--- src/rtl/ram_word_port_pkg.sv ---
// Shared types and helpers for the byte-RAM word access engine.
//   state_e        : engine state encoding
//   lane_of()      : maps byte index k of an nbytes request to its word lane
//   MAX_RD_LATENCY : deepest RAM read latency the engine supports
package ram_word_port_pkg;

    localparam int unsigned MAX_RD_LATENCY = 4;

    typedef enum logic [2:0] {
        IDLE,
        RD_ISSUE,
        RD_DRAIN,
        WR,
        FINISH
    } state_e;

    // Little-endian: byte k in lane k; big-endian: byte k in lane n-1-k.
    function automatic int unsigned lane_of(input int unsigned k,
                                            input int unsigned n,
                                            input logic        big_endian);
        return big_endian ? (n - 1 - k) : k;
    endfunction

endpackage

--- src/rtl/ram_word_port_if.sv ---
// Request/response bus between the command state machine and the word engine.
//   start/wr_mode/addr/nbytes/big_endian/wr_word : request, sampled with start
//   rd_word/done/err/busy                        : engine response
interface ram_word_port_if #(
    parameter int unsigned WORD_BYTES = 4,
    parameter int unsigned ADDR_W     = 8
) ();

    localparam int unsigned WORD_W = 8 * WORD_BYTES;
    localparam int unsigned CNT_W  = $clog2(WORD_BYTES + 1);

    logic              start;
    logic              wr_mode;
    logic [ADDR_W-1:0] addr;
    logic [CNT_W-1:0]  nbytes;
    logic              big_endian;
    logic [WORD_W-1:0] wr_word;
    logic [WORD_W-1:0] rd_word;
    logic              done;
    logic              err;
    logic              busy;

    modport master (
        output start, wr_mode, addr, nbytes, big_endian, wr_word,
        input  rd_word, done, err, busy
    );

    modport slave (
        input  start, wr_mode, addr, nbytes, big_endian, wr_word,
        output rd_word, done, err, busy
    );

endinterface

--- src/rtl/ram_word_port_rd_valid_pipe.sv ---
// Tracks RAM reads in flight: a valid bit plus byte index per stage.
//   clk, reset         : clock, synchronous active-high reset (flushes pipe)
//   in_valid, in_k     : read issued this cycle and its byte index
//   out_valid, out_k   : read whose data is on ram_rd_data this cycle
module rd_valid_pipe #(
    parameter int unsigned RD_LATENCY = 1,
    parameter int unsigned K_W        = 3
) (
    input  logic           clk,
    input  logic           reset,
    input  logic           in_valid,
    input  logic [K_W-1:0] in_k,
    output logic           out_valid,
    output logic [K_W-1:0] out_k
);

    logic [RD_LATENCY-1:0] vld_q;
    logic [RD_LATENCY-1:0] vld_d;
    logic [K_W-1:0]        k_q [RD_LATENCY];
    logic [K_W-1:0]        k_d [RD_LATENCY];

    // Shift one stage per cycle; stage 0 takes the read issued this cycle.
    always_comb begin
        vld_d    = vld_q;
        k_d      = k_q;
        vld_d[0] = in_valid;
        k_d[0]   = in_k;
        for (int unsigned i = 1; i < RD_LATENCY; i++) begin
            vld_d[i] = vld_q[i-1];
            k_d[i]   = k_q[i-1];
        end
    end

    always_ff @(posedge clk) begin
        if (reset) begin
            vld_q <= '0;
            for (int unsigned i = 0; i < RD_LATENCY; i++) begin
                k_q[i] <= '0;
            end
        end else begin
            vld_q <= vld_d;
            k_q   <= k_d;
        end
    end

    assign out_valid = vld_q[RD_LATENCY-1];
    assign out_k     = k_q[RD_LATENCY-1];

endmodule

--- src/rtl/ram_word_port.sv ---
// Byte-RAM word access engine: gathers 1..WORD_BYTES bytes into a word or
// scatters a word into the RAM, one request at a time, with per-request
// byte order and wrapping addresses.
//   clk, reset      : clock, synchronous active-high reset
//   req             : request/response bus (slave side)
//   ram_addr        : RAM byte address
//   ram_rd_en       : RAM read strobe, data returns RD_LATENCY cycles later
//   ram_rd_data     : RAM read data
//   ram_wr_data     : RAM write data
//   ram_we          : RAM write enable
module ram_word_port
    import ram_word_port_pkg::*;
#(
    parameter int unsigned WORD_BYTES = 4,
    parameter int unsigned ADDR_W     = 8,
    parameter int unsigned RD_LATENCY = 1
) (
    input  logic              clk,
    input  logic              reset,
    ram_word_port_if.slave    req,
    output logic [ADDR_W-1:0] ram_addr,
    output logic              ram_rd_en,
    input  logic [7:0]        ram_rd_data,
    output logic [7:0]        ram_wr_data,
    output logic              ram_we
);

    localparam int unsigned WORD_W = 8 * WORD_BYTES;
    localparam int unsigned CNT_W  = $clog2(WORD_BYTES + 1);
    // Out-of-range latencies are clamped into the supported range.
    localparam int unsigned PIPE_DEPTH =
        (RD_LATENCY < 1) ? 1 :
        (RD_LATENCY > MAX_RD_LATENCY) ? MAX_RD_LATENCY : RD_LATENCY;
    localparam logic [CNT_W-1:0] MAX_N = CNT_W'(WORD_BYTES);

    state_e            state_q, state_d;
    logic [CNT_W-1:0]  issue_k_q, issue_k_d;
    logic [CNT_W-1:0]  nbytes_q, nbytes_d;
    logic              be_q, be_d;
    logic [WORD_W-1:0] wr_word_q, wr_word_d;
    logic [WORD_W-1:0] rd_word_q, rd_word_d;
    logic              done_q, done_d;
    logic              err_q, err_d;
    logic              busy_q, busy_d;
    logic [ADDR_W-1:0] ram_addr_q, ram_addr_d;
    logic              ram_rd_en_q, ram_rd_en_d;
    logic [7:0]        ram_wr_data_q, ram_wr_data_d;
    logic              ram_we_q, ram_we_d;

    logic              pipe_valid;
    logic [CNT_W-1:0]  pipe_k;
    int unsigned       cap_lane;
    logic              more_bytes;

    // Select one byte lane of a word.
    function automatic logic [7:0] get_lane(input logic [WORD_W-1:0] w,
                                            input int unsigned       lane);
        logic [7:0] b;
        b = '0;
        for (int unsigned j = 0; j < WORD_BYTES; j++) begin
            if (j == lane) begin
                b = w[8*j +: 8];
            end
        end
        return b;
    endfunction

    rd_valid_pipe #(
        .RD_LATENCY (PIPE_DEPTH),
        .K_W        (CNT_W)
    ) u_rd_valid_pipe (
        .clk       (clk),
        .reset     (reset),
        .in_valid  (ram_rd_en_q),
        .in_k      (issue_k_q),
        .out_valid (pipe_valid),
        .out_k     (pipe_k)
    );

    // Next state, request latching, RAM strobes and read-byte capture.
    always_comb begin
        state_d       = state_q;
        issue_k_d     = issue_k_q;
        nbytes_d      = nbytes_q;
        be_d          = be_q;
        wr_word_d     = wr_word_q;
        rd_word_d     = rd_word_q;
        busy_d        = busy_q;
        ram_addr_d    = ram_addr_q;
        ram_wr_data_d = ram_wr_data_q;
        done_d        = 1'b0;
        err_d         = 1'b0;
        ram_rd_en_d   = 1'b0;
        ram_we_d      = 1'b0;
        cap_lane      = lane_of(32'(pipe_k), 32'(nbytes_q), be_q);
        more_bytes    = (issue_k_q + CNT_W'(1)) < nbytes_q;

        // Returning read byte lands in its lane; lanes are only ever set
        // while a read is in flight because rd_word was cleared at accept.
        if (pipe_valid) begin
            for (int unsigned j = 0; j < WORD_BYTES; j++) begin
                if (j == cap_lane) begin
                    rd_word_d[8*j +: 8] = ram_rd_data;
                end
            end
        end

        case (state_q)
            IDLE: begin
                if (req.start) begin
                    nbytes_d  = req.nbytes;
                    be_d      = req.big_endian;
                    wr_word_d = req.wr_word;
                    issue_k_d = '0;
                    busy_d    = 1'b1;
                    if (req.nbytes == '0 || req.nbytes > MAX_N) begin
                        state_d = FINISH;
                        done_d  = 1'b1;
                        err_d   = 1'b1;
                    end else if (req.wr_mode) begin
                        state_d       = WR;
                        ram_we_d      = 1'b1;
                        ram_addr_d    = req.addr;
                        ram_wr_data_d = get_lane(req.wr_word,
                                            lane_of(32'd0, 32'(req.nbytes),
                                                    req.big_endian));
                    end else begin
                        state_d     = RD_ISSUE;
                        ram_rd_en_d = 1'b1;
                        ram_addr_d  = req.addr;
                        rd_word_d   = '0;
                    end
                end
            end
            RD_ISSUE: begin
                if (more_bytes) begin
                    ram_rd_en_d = 1'b1;
                    ram_addr_d  = ram_addr_q + ADDR_W'(1);
                    issue_k_d   = issue_k_q + CNT_W'(1);
                end else begin
                    state_d = RD_DRAIN;
                end
            end
            RD_DRAIN: begin
                // The last byte is the youngest read, so the pipe empties
                // as it is captured.
                if (pipe_valid && pipe_k == nbytes_q - CNT_W'(1)) begin
                    state_d = FINISH;
                    done_d  = 1'b1;
                end
            end
            WR: begin
                if (more_bytes) begin
                    ram_we_d      = 1'b1;
                    ram_addr_d    = ram_addr_q + ADDR_W'(1);
                    issue_k_d     = issue_k_q + CNT_W'(1);
                    ram_wr_data_d = get_lane(wr_word_q,
                                        lane_of(32'(issue_k_q) + 32'd1,
                                                32'(nbytes_q), be_q));
                end else begin
                    state_d = FINISH;
                    done_d  = 1'b1;
                end
            end
            FINISH: begin
                state_d = IDLE;
                busy_d  = 1'b0;
            end
            default: begin
                state_d = IDLE;
                busy_d  = 1'b0;
            end
        endcase
    end

    always_ff @(posedge clk) begin
        if (reset) begin
            state_q       <= IDLE;
            issue_k_q     <= '0;
            nbytes_q      <= '0;
            be_q          <= 1'b0;
            wr_word_q     <= '0;
            rd_word_q     <= '0;
            done_q        <= 1'b0;
            err_q         <= 1'b0;
            busy_q        <= 1'b0;
            ram_addr_q    <= '0;
            ram_rd_en_q   <= 1'b0;
            ram_wr_data_q <= '0;
            ram_we_q      <= 1'b0;
        end else begin
            state_q       <= state_d;
            issue_k_q     <= issue_k_d;
            nbytes_q      <= nbytes_d;
            be_q          <= be_d;
            wr_word_q     <= wr_word_d;
            rd_word_q     <= rd_word_d;
            done_q        <= done_d;
            err_q         <= err_d;
            busy_q        <= busy_d;
            ram_addr_q    <= ram_addr_d;
            ram_rd_en_q   <= ram_rd_en_d;
            ram_wr_data_q <= ram_wr_data_d;
            ram_we_q      <= ram_we_d;
        end
    end

    assign req.rd_word  = rd_word_q;
    assign req.done     = done_q;
    assign req.err      = err_q;
    assign req.busy     = busy_q;
    assign ram_addr     = ram_addr_q;
    assign ram_rd_en    = ram_rd_en_q;
    assign ram_wr_data  = ram_wr_data_q;
    assign ram_we       = ram_we_q;

endmodule

--- src/flat_wrapper.sv ---
// flat-port wrapper written by rule: the top's interface ports become plain ports
module ram_word_port_flat import ram_word_port_pkg::*;
#(
    parameter int unsigned WORD_BYTES = 4,
    parameter int unsigned ADDR_W     = 8,
    parameter int unsigned RD_LATENCY = 1
)
  (clk, reset, ram_addr, ram_rd_en, ram_rd_data, ram_wr_data, ram_we, req_start, req_wr_mode, req_addr, req_nbytes, req_big_endian, req_wr_word, req_rd_word, req_done, req_err, req_busy);
  ram_word_port_if #(.WORD_BYTES(WORD_BYTES), .ADDR_W(ADDR_W)) req_i ();
  input  logic clk;
  input  logic reset;
  output logic [ADDR_W-1:0] ram_addr;
  output logic ram_rd_en;
  input  logic [7:0] ram_rd_data;
  output logic [7:0] ram_wr_data;
  output logic ram_we;
  input wire logic [$bits(req_i.start)-1:0] req_start;
  input wire logic [$bits(req_i.wr_mode)-1:0] req_wr_mode;
  input wire logic [$bits(req_i.addr)-1:0] req_addr;
  input wire logic [$bits(req_i.nbytes)-1:0] req_nbytes;
  input wire logic [$bits(req_i.big_endian)-1:0] req_big_endian;
  input wire logic [$bits(req_i.wr_word)-1:0] req_wr_word;
  output wire logic [$bits(req_i.rd_word)-1:0] req_rd_word;
  output wire logic [$bits(req_i.done)-1:0] req_done;
  output wire logic [$bits(req_i.err)-1:0] req_err;
  output wire logic [$bits(req_i.busy)-1:0] req_busy;
  assign req_i.start = req_start;
  assign req_i.wr_mode = req_wr_mode;
  assign req_i.addr = req_addr;
  assign req_i.nbytes = req_nbytes;
  assign req_i.big_endian = req_big_endian;
  assign req_i.wr_word = req_wr_word;
  assign req_rd_word = req_i.rd_word;
  assign req_done = req_i.done;
  assign req_err = req_i.err;
  assign req_busy = req_i.busy;
  ram_word_port #(.WORD_BYTES(WORD_BYTES), .ADDR_W(ADDR_W), .RD_LATENCY(RD_LATENCY)) u_core (.clk(clk), .reset(reset), .req(req_i), .ram_addr(ram_addr), .ram_rd_en(ram_rd_en), .ram_rd_data(ram_rd_data), .ram_wr_data(ram_wr_data), .ram_we(ram_we));
endmodule
--- config.mk ---
export PLATFORM = sky130hd
export DESIGN_NAME = ram_word_port_flat
export DESIGN_NICKNAME = d
export VERILOG_FILES = /design/src/rtl/ram_word_port_pkg.sv /design/src/rtl/ram_word_port_if.sv /design/src/rtl/ram_word_port_rd_valid_pipe.sv /design/src/rtl/ram_word_port.sv /design/src/flat_wrapper.sv
export SDC_FILE = /design/constraint.sdc
export NUM_CORES = 1
export LEC_CHECK = 0
export ABC_AREA = 0
export CORE_MARGIN = 5
export CORE_UTILIZATION = 30
export CTS_CLUSTER_SIZE = 10
export DETAILED_ROUTE_END_ITERATION = 16
export HOLD_SLACK_MARGIN = 0.08
export SYNTH_ARGS = -nofsm -noshare
export SYNTH_HDL_FRONTEND = slang
export SYNTH_SLANG_ARGS = --single-unit
--- constraint.sdc ---
create_clock -name clk -period 3.72 [get_ports clk]
set_clock_uncertainty 0.05 [all_clocks]
set_input_delay 1.116 -clock clk [delete_from_list [all_inputs] [get_ports clk]]
set_output_delay 1.116 -clock clk [all_outputs]
set_load 0.005 [all_outputs]
Word level (Yosys, flattened, before mapping)
Cells that the tools add are included.
- flip-flop bits (word level): 99
- input bits: 56
- output and inout bits: 53
- word-level logic and storage cells: 121
- $add $sub $neg: 8
- $lt $le $gt $ge: 2
- eq/ne operators: 21
- muxes and demuxes: 55
- bitwise logic cells: 2
- reduce and logical (&&, ||, !) cells: 18
- operators by type and width (kind ; count):
    two-way mux 32 bit ; 8
    == test 2 x 32 -> 1 bit (first input constant) ; 6
    two-way mux 8 bit ; 19
    == test 1 x 32 -> 1 bit (first input constant) ; 3
    zero test 32 bit ; 3
    case mux 8 bit (2 select lines) ; 2
    subtractor 32 x 3 -> 32 bit ; 1
    subtractor 32 bit ; 1
    two-way mux 3 bit ; 7
    two-way mux 1 bit ; 12
    case mux 3 bit (4 select lines) ; 1
    inequality test 2 bit (second input constant) ; 5
    adder 8 x 1 -> 8 bit (second input constant) ; 1
    AND reduction 4 bit ; 2
    subtractor 3 x 1 -> 4 bit (second input constant) ; 2
    == test 3 x 2 -> 1 bit (second input constant) ; 2
    zero test 3 bit ; 2
    inequality test 2 x 1 -> 1 bit (second input constant) ; 3
    case mux 1 bit (2 select lines) ; 3
    case mux 3 bit (2 select lines) ; 1
    AND reduction 5 bit ; 1
    adder 3 x 1 -> 4 bit (second input constant) ; 1
    AND reduction 2 bit ; 2
    nonzero test 2 bit ; 2
    other kinds (14) ; 16

Longest topological paths before layout
Gate-level depths: netlist (run 1).
- word-level depth: 11
- gate-level depth with buffers: 16
- gate-level depth less buffers: 16

By module
Synthesis (run 1) repeated with hierarchy kept, for this count alone.
- cells, all modules: 564
- area, all modules: 4853.4 um2
- by module, submodules not included (module ; times used ; cells each ; area each (um2) ; sequential area each (um2)):
    ram_word_port ; 1 ; 556 ; 4748.3 ; 1901.8
    rd_valid_pipe ; 1 ; 8 ; 105.1 ; 80.1

Least setup slack after synthesis (run 1)
Ideal clock, no wire load.
- path kind: register to register
- from: register u_core.nbytes_q[0]
- to: register u_core.ram_wr_data_q[2], in the netlist u_core.ram_wr_data[2]
- setup time: 0.129 ns
- arrival time: 2.952 ns
- required time: 3.541 ns
- setup slack: 0.588 ns
- stages on the path, launching flop included: 17
- buffers on the path: 0
- clock period less this slack: 3.132 ns
- path through: dfxtp_1 > inv_1 > ha_1 > inv_1 > ha_1 > nor2b_1 > o21ai_0 > o21ai_0 > nand2_1 > nand2_1 > ha_1 > nor4b_1 > nand4_1 > a2111oi_2 > a2111oi_2 > o21ai_1 > o211ai_2
- word-level cells in the longest chain between the ends: 10
- elaborated cells on any way between the ends: 16
- classes of those cells: add/sub: 2; order compare: 1; eq/ne: 4; mux: 7; reduce/logical: 2
- ends and longest elaborated chain (what ; line ; RTL):
    start, declared ; ram_word_port.sv:38 ; logic [CNT_W-1:0] nbytes_q, nbytes_d;
    start signal, assigned ; ram_word_port.sv:194 ; nbytes_q <= nbytes_d;
    subtractor 3 x 1 -> 4 bit ; ram_word_port_pkg.sv:21 ; return big_endian ? (n - 1 - k) : k;
    subtractor 32 bit ; ram_word_port_pkg.sv:21 ;
    two-way mux 32 bit ; ram_word_port_pkg.sv:21 ;
    zero test 32 bit ; ram_word_port.sv:61 ; if (j == lane) begin
    two-way mux 8 bit (4 in a row) ; ram_word_port.sv:61 ;
    two-way mux 8 bit ; ram_word_port.sv:153 ; if (more_bytes) begin
    case mux 8 bit (2 select lines) ; ram_word_port.sv:108 ; case (state_q)
    end signal, assigned ; ram_word_port.sv:203 ; ram_wr_data_q <= ram_wr_data_d;
    end, declared ; ram_word_port.sv:47 ; logic [7:0] ram_wr_data_q, ram_wr_data_d;
Several ways; a longest one is shown, not always the timed one. The select of a mux whose other input is x is not followed.
A chain may end at the register's enable or synchronous reset.

Final worst setup path (run 1)
- from: register u_core.issue_k_q[0]
- to: register u_core.ram_wr_data_q[0], in the netlist u_core.ram_wr_data[0]
- word-level cells in the longest chain between the ends: 10
- elaborated cells on any way between the ends: 17
- classes of those cells: add/sub: 3; order compare: 1; eq/ne: 4; mux: 7; reduce/logical: 2
- ends and longest elaborated chain (what ; line ; RTL):
    start, declared ; ram_word_port.sv:37 ; logic [CNT_W-1:0] issue_k_q, issue_k_d;
    start signal, assigned ; ram_word_port.sv:193 ; issue_k_q <= issue_k_d;
    adder 3 x 1 -> 4 bit ; ram_word_port.sv:158 ; lane_of(32'(issue_k_q) + 32'd1,
    subtractor 32 bit ; ram_word_port_pkg.sv:21 ;
    two-way mux 32 bit ; ram_word_port_pkg.sv:21 ;
    zero test 32 bit ; ram_word_port.sv:61 ;
    two-way mux 8 bit (4 in a row) ; ram_word_port.sv:61 ;
    two-way mux 8 bit ; ram_word_port.sv:153 ;
    case mux 8 bit (2 select lines) ; ram_word_port.sv:108 ;
Several ways; a longest one is shown, not always the timed one. The select of a mux whose other input is x is not followed.

==> metrics.cfg, run 1 <==
[drt]
route.vias.total = 4477
ant_nets = 0
drcViolationCount = 0
drt-total-wl_um = 14000
detail_route.wl_per_cell_um = 15.2
detail_route.vias_per_cell = 4.87
drt_first_pass_iters = 7
first_iter_violations = 243

[yosys]
postSynth.asyncResetShare_pct = 0
post_synth.cell_area_avg_um2 = 8.79
synthesis.area_um2 = 5170
synthesis.yosys.warnings = 0
ys_types = 65
synth_enable_flop_cells = 0
synth.net_count = 668
synth_seq_area_share_pct = 38.3
synthFlopType = dfxtp_1
ys_ff_latch = 99
syn_inst = 588

[timing]
slew_headroom_pct = 50.0
timing.final.hold_violations = 0
fin_ws_ps = 281
min_period_over_period_pct = 92.4
max_clock_freq_ghz = 0.291
hold_ws_ps = 404
worstMarginPinSlew_ps = 750
finalMaxSlewViolations = 0
post-route-min-period_ps = 3440
setup_tns_ps = 0
finalSetupViolations = 0

[layout]
final_core_util_pct = 40.0
finalNetCount = 769
antenna-diode-count = 0
finish.cell_count_without_fillers = 919
synthToLayoutAreaGrowth_pct = 32.3
final.fill_count = 1766
fraction_of_final_layout_cells_with_drive_strength_greater_than_1_pct = 9.37

[power_and_ir_drop]
leakage_nw = 2.48
power.share.clock_pct = 35.2
vdd_drop_max_mv = 0.240
powerDensity_nw_per_um2 = 427
internal-power_mw = 2.05
netSwitchingFraction_pct = 29.7
switchingPower_mw = 0.868
share_comb_of_total_power_pct = 23.7
pwr-share-seq_pct = 41.1

[die]
core_um2 = 17100
floorplan.initialDensity_pct = 30.2
rows = 48
design.portCount = 109
die_h_um = 141
fp.dieW_um = 141
die_area_um2 = 20000

[clock_network]
post_cts_buffers = 0
post_cts.resized_instances = 0
cts_hold_repair.buffers = 0
root_buf_cell = clkbuf_16
cts_inserted_buffers = 9
cts.path.max_buffers = 2
clk_transition_reported_paths_ps = 70
number_of_h_tree_levels = 3
clk_latency_ps = 350
cts.sink_count = 99
tritoncts = built

[place]
gpl.final_weighted_congestion = 0.811
port_buffers = 108
pre_cts_slack_ps = 259
dp.final_hpwl_um = 10300
placedCellCount = 903

[grt]
global_route.overflow_total = 0
antenna_violations_before_repair = 0
first_global_vias = 4316
pin_count_of_the_biggest_net_entering_global_routing = 40
grt_pass1_wl_um = 22900
grt_use_total_pct = 14.0

[setup_path]
timing.critical_path.arrival_ps = 3660
cp_max_fo = 8
worst_r2r_path_depth = 15
crit-reg2reg-capture = u_core.ram_wr_data[0]
crit_type = reg -> reg
crit_path_start_kind = flip-flop
critical_path.endpoint_type = flip-flop
rrSetupSlack_ps = 280
required_ps = 3940
worst_r2r_startpoint = u_core.issue_k_q[0]

[hold_path]
worst_hold_path.endpoint = u_core.wr_word_q[25]
worst_hold_depth = 2
holdCritPathClass = reg -> reg
hold_path_startpoint = u_core.wr_word_q[25]

[flow_run]
timing.max_cap.violations = 0

[outcome]
outcome = finished, final reports clean

## layout make-up
type	instances	area [um2]	share of cell area, %
multi-input combinational	441	3000	43.9
sequential	99	1980	29.0
clock inverter	7	100	1.46
timing repair buffer	120	1180	17.2
clock buffer	9	225	3.29
inverter	18	67.6	0.988
tap	225	282	4.12
## power by group through the flow
stage | logic (mW) | registers, mW | clock network (mW)
5_1_grt | 0.781 | 1.21 | 1.10
6_report | 0.692 | 1.20 | 1.03
4_1_cts | 0.691 | 1.20 | 1.06
3_3_place_gp | 0.684 | 1.22 | 0
2_1_floorplan | 0.471 | 1.19 | 0
3_5_place_dp | 0.688 | 1.22 | 0
## metrics by stage
step,power (mW),area [um2]
after floorplan,1.66,5170
after global placement,1.91,6480
after detailed placement,1.91,6480
after CTS,2.95,6810
after global routing,3.09,6840
final,2.92,6840
## layout by cell type, fill, tap and decap left out, types with 12 or more instances in the layout
| cell | count |
|---|---|
| inv_1 | 18 |
| o21ai_0 | 21 |
| nand2_1 | 97 |
| mux2i_1 | 35 |
| nand2b_1 | 14 |
| a21oi_1 | 50 |
| dfxtp_1 | 98 |
| clkdlybuf4s50_1 | 107 |
| nor2_1 | 67 |
| nor3_1 | 12 |
| ha_1 | 22 |
## metal layers
| layer | vias to the layer above | global-route usage, % | wire (um) |
|---|---|---|---|
| met5 | - | 0 | 0 |
| met4 | 0 | 2.80 | 114 |
| met3 | 10 | 4.35 | 927 |
| met2 | 122 | 21.8 | 6150 |
| met1 | 2062 | 19.4 | 6810 |
| li1 | 2283 | - | - |
## cells in the mapped netlist, types with 3 or more instances
master | count | area, um2
dfxtp_1 | 99 | 1980
nand2_1 | 97 | 364
nor2_1 | 67 | 251
a21oi_1 | 50 | 250
mux2i_1 | 35 | 350
ha_1 | 22 | 275
o21ai_0 | 21 | 105
inv_1 | 18 | 67.6
nand2b_1 | 15 | 93.8
nor3_1 | 13 | 65.1
buf_2 | 12 | 60.1
clkbuf_1 | 12 | 45.0
nor2b_1 | 9 | 56.3
a211oi_1 | 7 | 52.6
nand3_1 | 7 | 35.0
a22oi_1 | 6 | 45.0
a32o_1 | 5 | 50.1
a211oi_2 | 4 | 50.1
a32oi_1 | 4 | 35.0
mux4_2 | 4 | 90.1
o31a_1 | 4 | 35.0
a2111oi_2 | 3 | 45.0
a21o_1 | 3 | 22.5
a222oi_1 | 3 | 30.0
a22o_1 | 3 | 26.3
and2_1 | 3 | 18.8
and3_1 | 3 | 18.8
buf_4 | 3 | 22.5
mux4_1 | 3 | 78.8
nand3b_1 | 3 | 22.5
nor2_4 | 3 | 33.8
o22ai_2 | 3 | 37.5
o31ai_1 | 3 | 22.5
## critical path, cell delays in order, from the launching register on
cell	delay (ps)
dfxtp_1	380
ha_1	450
inv_1	70
ha_1	290
nor2b_2	170
o21ai_0	130
o21ai_0	100
nand2_1	120
nand2_1	70
ha_1	270
nor4bb_1	310
nand4_1	240
nor3_2	200
o31ai_1	100
o31a_2	220
a211oi_2	210
## kinds of logic after synthesis
group | share of synthesized area (%)
AND/OR/NAND/NOR | 21.1
AO/OA/AOI/OAI | 19.0
flip-flops | 38.3
buffers and inverters | 4.14
multiplexers | 10.5
adder cells (fa/ha/maj) | 6.10
XOR/XNOR | 0.823
## how the worst max path moves through the flow
stage,from,to,slack (ps),depth (start not counted)
after floorplan,u_core.nbytes_q[0],u_core.ram_wr_data[2],590,16
after global placement,req_nbytes[1],u_core.ram_wr_data[5],280,8
after detailed placement,u_core.nbytes_q[0],u_core.req.rd_word[28],260,14
after CTS,u_core.nbytes_q[0],u_core.req.rd_word[24],260,14
after global routing,u_core.nbytes_q[1],u_core.ram_wr_data[7],-30,16
final,u_core.issue_k_q[0],u_core.ram_wr_data[0],280,15
## flip-flops by register name, indices dropped and copies added, names as in the netlist, 3 cells and up
signal	cells
u_core.nbytes_q	3
u_core.u_rd_valid_pipe.out_k	3
u_core.req.rd_word	32
u_core.wr_word_q	32
u_core.state_q	3
u_core.ram_wr_data	8
u_core.ram_addr	8
u_core.issue_k_q	3
Note: power is estimated with default switching activity, not from simulation.
==> run 2: changes to the inputs <==
--- a/config.mk
+++ b/config.mk
@@ -11,6 +11,7 @@
 export CTS_CLUSTER_SIZE = 10
 export DETAILED_ROUTE_END_ITERATION = 16
 export HOLD_SLACK_MARGIN = 0.08
+export PLACE_DENSITY = 0.5
 export SYNTH_ARGS = -nofsm -noshare
 export SYNTH_HDL_FRONTEND = slang
 export SYNTH_SLANG_ARGS = --single-unit
==> run 2 against run 1 <==
  * First-iteration DRC count down 26%
  * Clock power down 11%
  * Via count up 3.1%
  * Non-clock buffer count unchanged
  * Design area down 0.80%
  * Flip-flop and latch count unchanged
  * Final cell count unchanged
  * Register-to-register slack worse by 30 ps
  * Count of clock-buffer cells in the layout unchanged
  * Largest power group unchanged
==> metrics.cfg, run 2 (same netlist as run 1, synthesis figures left out) <==
[layout]
final.fill_count = 1730  ; was 1,766
fraction_of_final_layout_cells_with_drive_strength_greater_than_1_pct = 9.22  ; was 9.37%
layout.cells.most_common = clkdlybuf4s50_1  ; unchanged
layout.area.seq_um2 = 1980  ; about the same
synthToLayoutAreaGrowth_pct = 31.3  ; was 32.3%
multiInputGateArea_um2 = 3000  ; about the same
mostFrequentLayoutCells = 107 x clkdlybuf4s50_1, 99 x dfxtp_1, 97 x nand2_1  ; was 107 x clkdlybuf4s50_1, 98 x dfxtp_1, 97 x nand2_1
antenna-diode-count = 0  ; unchanged
finish.cell_count_without_fillers = 919  ; unchanged
finalNetCount = 769  ; unchanged

[timing]
setup_tns_ps = 0  ; unchanged
fin_ws_ps = 256  ; was 281 ps
hold_ws_ps = 408  ; was 404 ps
min_period_over_period_pct = 93.1  ; was 92.4%
timing.final.hold_violations = 0  ; unchanged
max_clock_freq_ghz = 0.289  ; was 0.291 GHz
finalMaxSlewViolations = 0  ; unchanged
post-route-min-period_ps = 3460  ; was 3440 ps
worstMarginPinSlew_ps = 799  ; was 750 ps
grt_setup_unrepaired = true
slew_headroom_pct = 46.7  ; was 50.0%
finalSetupViolations = 0  ; unchanged

[setup_path]
crit_type = reg -> reg  ; unchanged
timing.critical_path.mode_cell = ha_1  ; unchanged
max_stage_delay_ps = 440  ; was 450 ps
crit_family = simple AND/OR/NAND/NOR gates  ; unchanged
required_ps = 3910  ; was 3940 ps
critPathSlowestCell = a2111oi_2  ; was ha_1
critical_path.endpoint_type = flip-flop  ; unchanged
timing.critical_path.arrival_ps = 3650  ; was 3660 ps
cp_max_fo = 4  ; was 8
crit_path_start_kind = flip-flop  ; unchanged
crit_path_cell_trace = inv_1 > ha_1 > inv_1 > ha_1 > nor2b_2 > nor3_1 > o21ai_0 > nand2_1 > nand2_1 > ha_1 > nor4bb_1 > nand4_1 > a2111oi_2 > a2111oi_2 > o21ai_1 > o211ai_2  ; was ha_1 > inv_1 > ha_1 > nor2b_2 > o21ai_0 > o21ai_0 > nand2_1 > nand2_1 > ha_1 > nor4bb_1 > nand4_1 > nor3_2 > o31ai_1 > o31a_2 > a211oi_2
critPathBufInv = 2  ; was 1

[drt]
detail_route.wl_per_cell_um = 15.9  ; was 15.2 um
first_iter_violations = 179  ; was 243
drt-total-wl_um = 14600  ; was 14,000 um
detail_route.vias_per_cell = 5.02  ; was 4.87
drt_first_pass_iters = 5  ; was 7
drcViolationCount = 0  ; unchanged
route.vias.total = 4614  ; was 4,477
ant_nets = 0  ; unchanged

[place]
port_buffers = 108  ; unchanged
dp.final_hpwl_um = 11000  ; was 10,300 um
gpl.final_weighted_congestion = 0.806  ; was 0.811
pre_cts_slack_ps = 178  ; was 259 ps
placedCellCount = 903  ; unchanged

[clock_network]
post_cts.resized_instances = 0  ; unchanged
post_cts_buffers = 0  ; unchanged
root_buf_cell = clkbuf_16  ; unchanged
cts_hold_repair.buffers = 0  ; unchanged
tritoncts = built  ; unchanged
number_of_h_tree_levels = 3  ; unchanged
cts.sink_count = 99  ; unchanged
cts_inserted_buffers = 9  ; unchanged
clk_latency_ps = 350  ; about the same
clk_transition_reported_paths_ps = 80  ; was 70 ps
cts.path.max_buffers = 2  ; unchanged

[grt]
antenna_violations_before_repair = 0  ; unchanged
global_route.overflow_total = 0  ; unchanged
grt_use_total_pct = 14.9  ; was 14.0%
grt_pass1_wl_um = 23700  ; was 22,900 um
pin_count_of_the_biggest_net_entering_global_routing = 39  ; was 40
first_global_vias = 4695  ; was 4,316

[flow_run]
timing.max_cap.violations = 0  ; unchanged

[die]
die_area_um2 = 20000  ; unchanged
core_um2 = 17100  ; unchanged
fp.dieW_um = 141  ; unchanged
floorplan.initialDensity_pct = 30.2  ; unchanged
rows = 48  ; unchanged
design.portCount = 109  ; unchanged
die_h_um = 141  ; unchanged

[hold_path]
holdCritPathClass = reg -> reg  ; unchanged

[power_and_ir_drop]
total_power_mw = 2.81  ; was 2.92 mW
netSwitchingFraction_pct = 31.7  ; was 29.7%
power.share.clock_pct = 32.7  ; was 35.2%
powerDensity_nw_per_um2 = 414  ; was 427 nW/um2
share_comb_of_total_power_pct = 24.7  ; was 23.7%
internal-power_mw = 1.92  ; was 2.05 mW
switchingPower_mw = 0.891  ; was 0.868 mW
pwr-share-seq_pct = 42.6  ; was 41.1%
vdd_drop_max_mv = 0.220  ; was 0.240 mV
leakage_nw = 2.46  ; was 2.48 nW

[outcome]
outcome = finished, final reports clean  ; unchanged

[run 2: changes by cell type in the layout (fill, tap and decap cells not counted), sizes merged]
cell,change
bufinv,-2
clkinvlp,-2
inv,+1
clkinv,+3
[run 2: per-layer routing]
layer  global-route usage [%]  wire length, um  up-vias
met4                     5.61              267        0
li1                         -                -     2278
met2                     25.1             7110      134
met3                     3.71              927       16
met1                     18.2             6340     2186
met5                        0                0        -
[run 2: path summary, 6_finish.rpt]
path | cells after the start | from | slack, ps | end
worst max-delay path | 16 | u_core.nbytes_q[1] | 260 | u_core.ram_wr_data[2]
worst min-delay path | 2 | u_core.wr_word_q[6] | 410 | u_core.wr_word_q[6]
worst max register to register | 16 | u_core.nbytes_q[1] | 260 | u_core.ram_wr_data[2]
worst min register to register | 2 | u_core.wr_word_q[6] | 410 | u_core.wr_word_q[6]
[run 2: power groups by stage]
stage / clock, mW / combinational [mW] / sequential [mW]
after floorplan: 0 / 0.471 / 1.19
after CTS: 0.959 / 0.697 / 1.20
after global placement: 0 / 0.671 / 1.22
final: 0.919 / 0.696 / 1.20
after global routing: 1.00 / 0.780 / 1.21
after detailed placement: 0 / 0.694 / 1.22
[run 2: cell type report]
class                           instances  share of cell area, %
Multi-Input combinational cell        441                   44.2
Tap cell                              225                   4.15
Sequential cell                        99                   29.2
Clock buffer                            9                   3.32
Clock inverter                          7                  0.904
Timing Repair Buffer                  120                   17.2
Inverter                               18                  0.996
[run 2: worst reg2reg max path, delay by kind of cell, from the launching register on]
family	cells	cell delay (ps)
DFF	1	350
buffers and inverters	2	180
and+or+nand+nor	6	980
AOI/OAI and AO/OA	5	870
adders and majority gates	3	910
[run 2: stage by stage]
stage	instance area [um2]	utilization, %
final	6790	39.6
after CTS	6760	39.5
after floorplan	5170	-
after global placement	6470	37.8
after global routing	6790	39.6
after detailed placement	6470	37.8
==> run 3: changes to the inputs <==
--- a/config.mk
+++ b/config.mk
@@ -12,6 +12,7 @@
 export DETAILED_ROUTE_END_ITERATION = 16
 export HOLD_SLACK_MARGIN = 0.08
 export PLACE_DENSITY = 0.5
+export SLEW_MARGIN = 20
 export SYNTH_ARGS = -nofsm -noshare
 export SYNTH_HDL_FRONTEND = slang
 export SYNTH_SLANG_ARGS = --single-unit
==> results of run 3 <==
Final layout, timing and power as in run 2 (identical DEF).
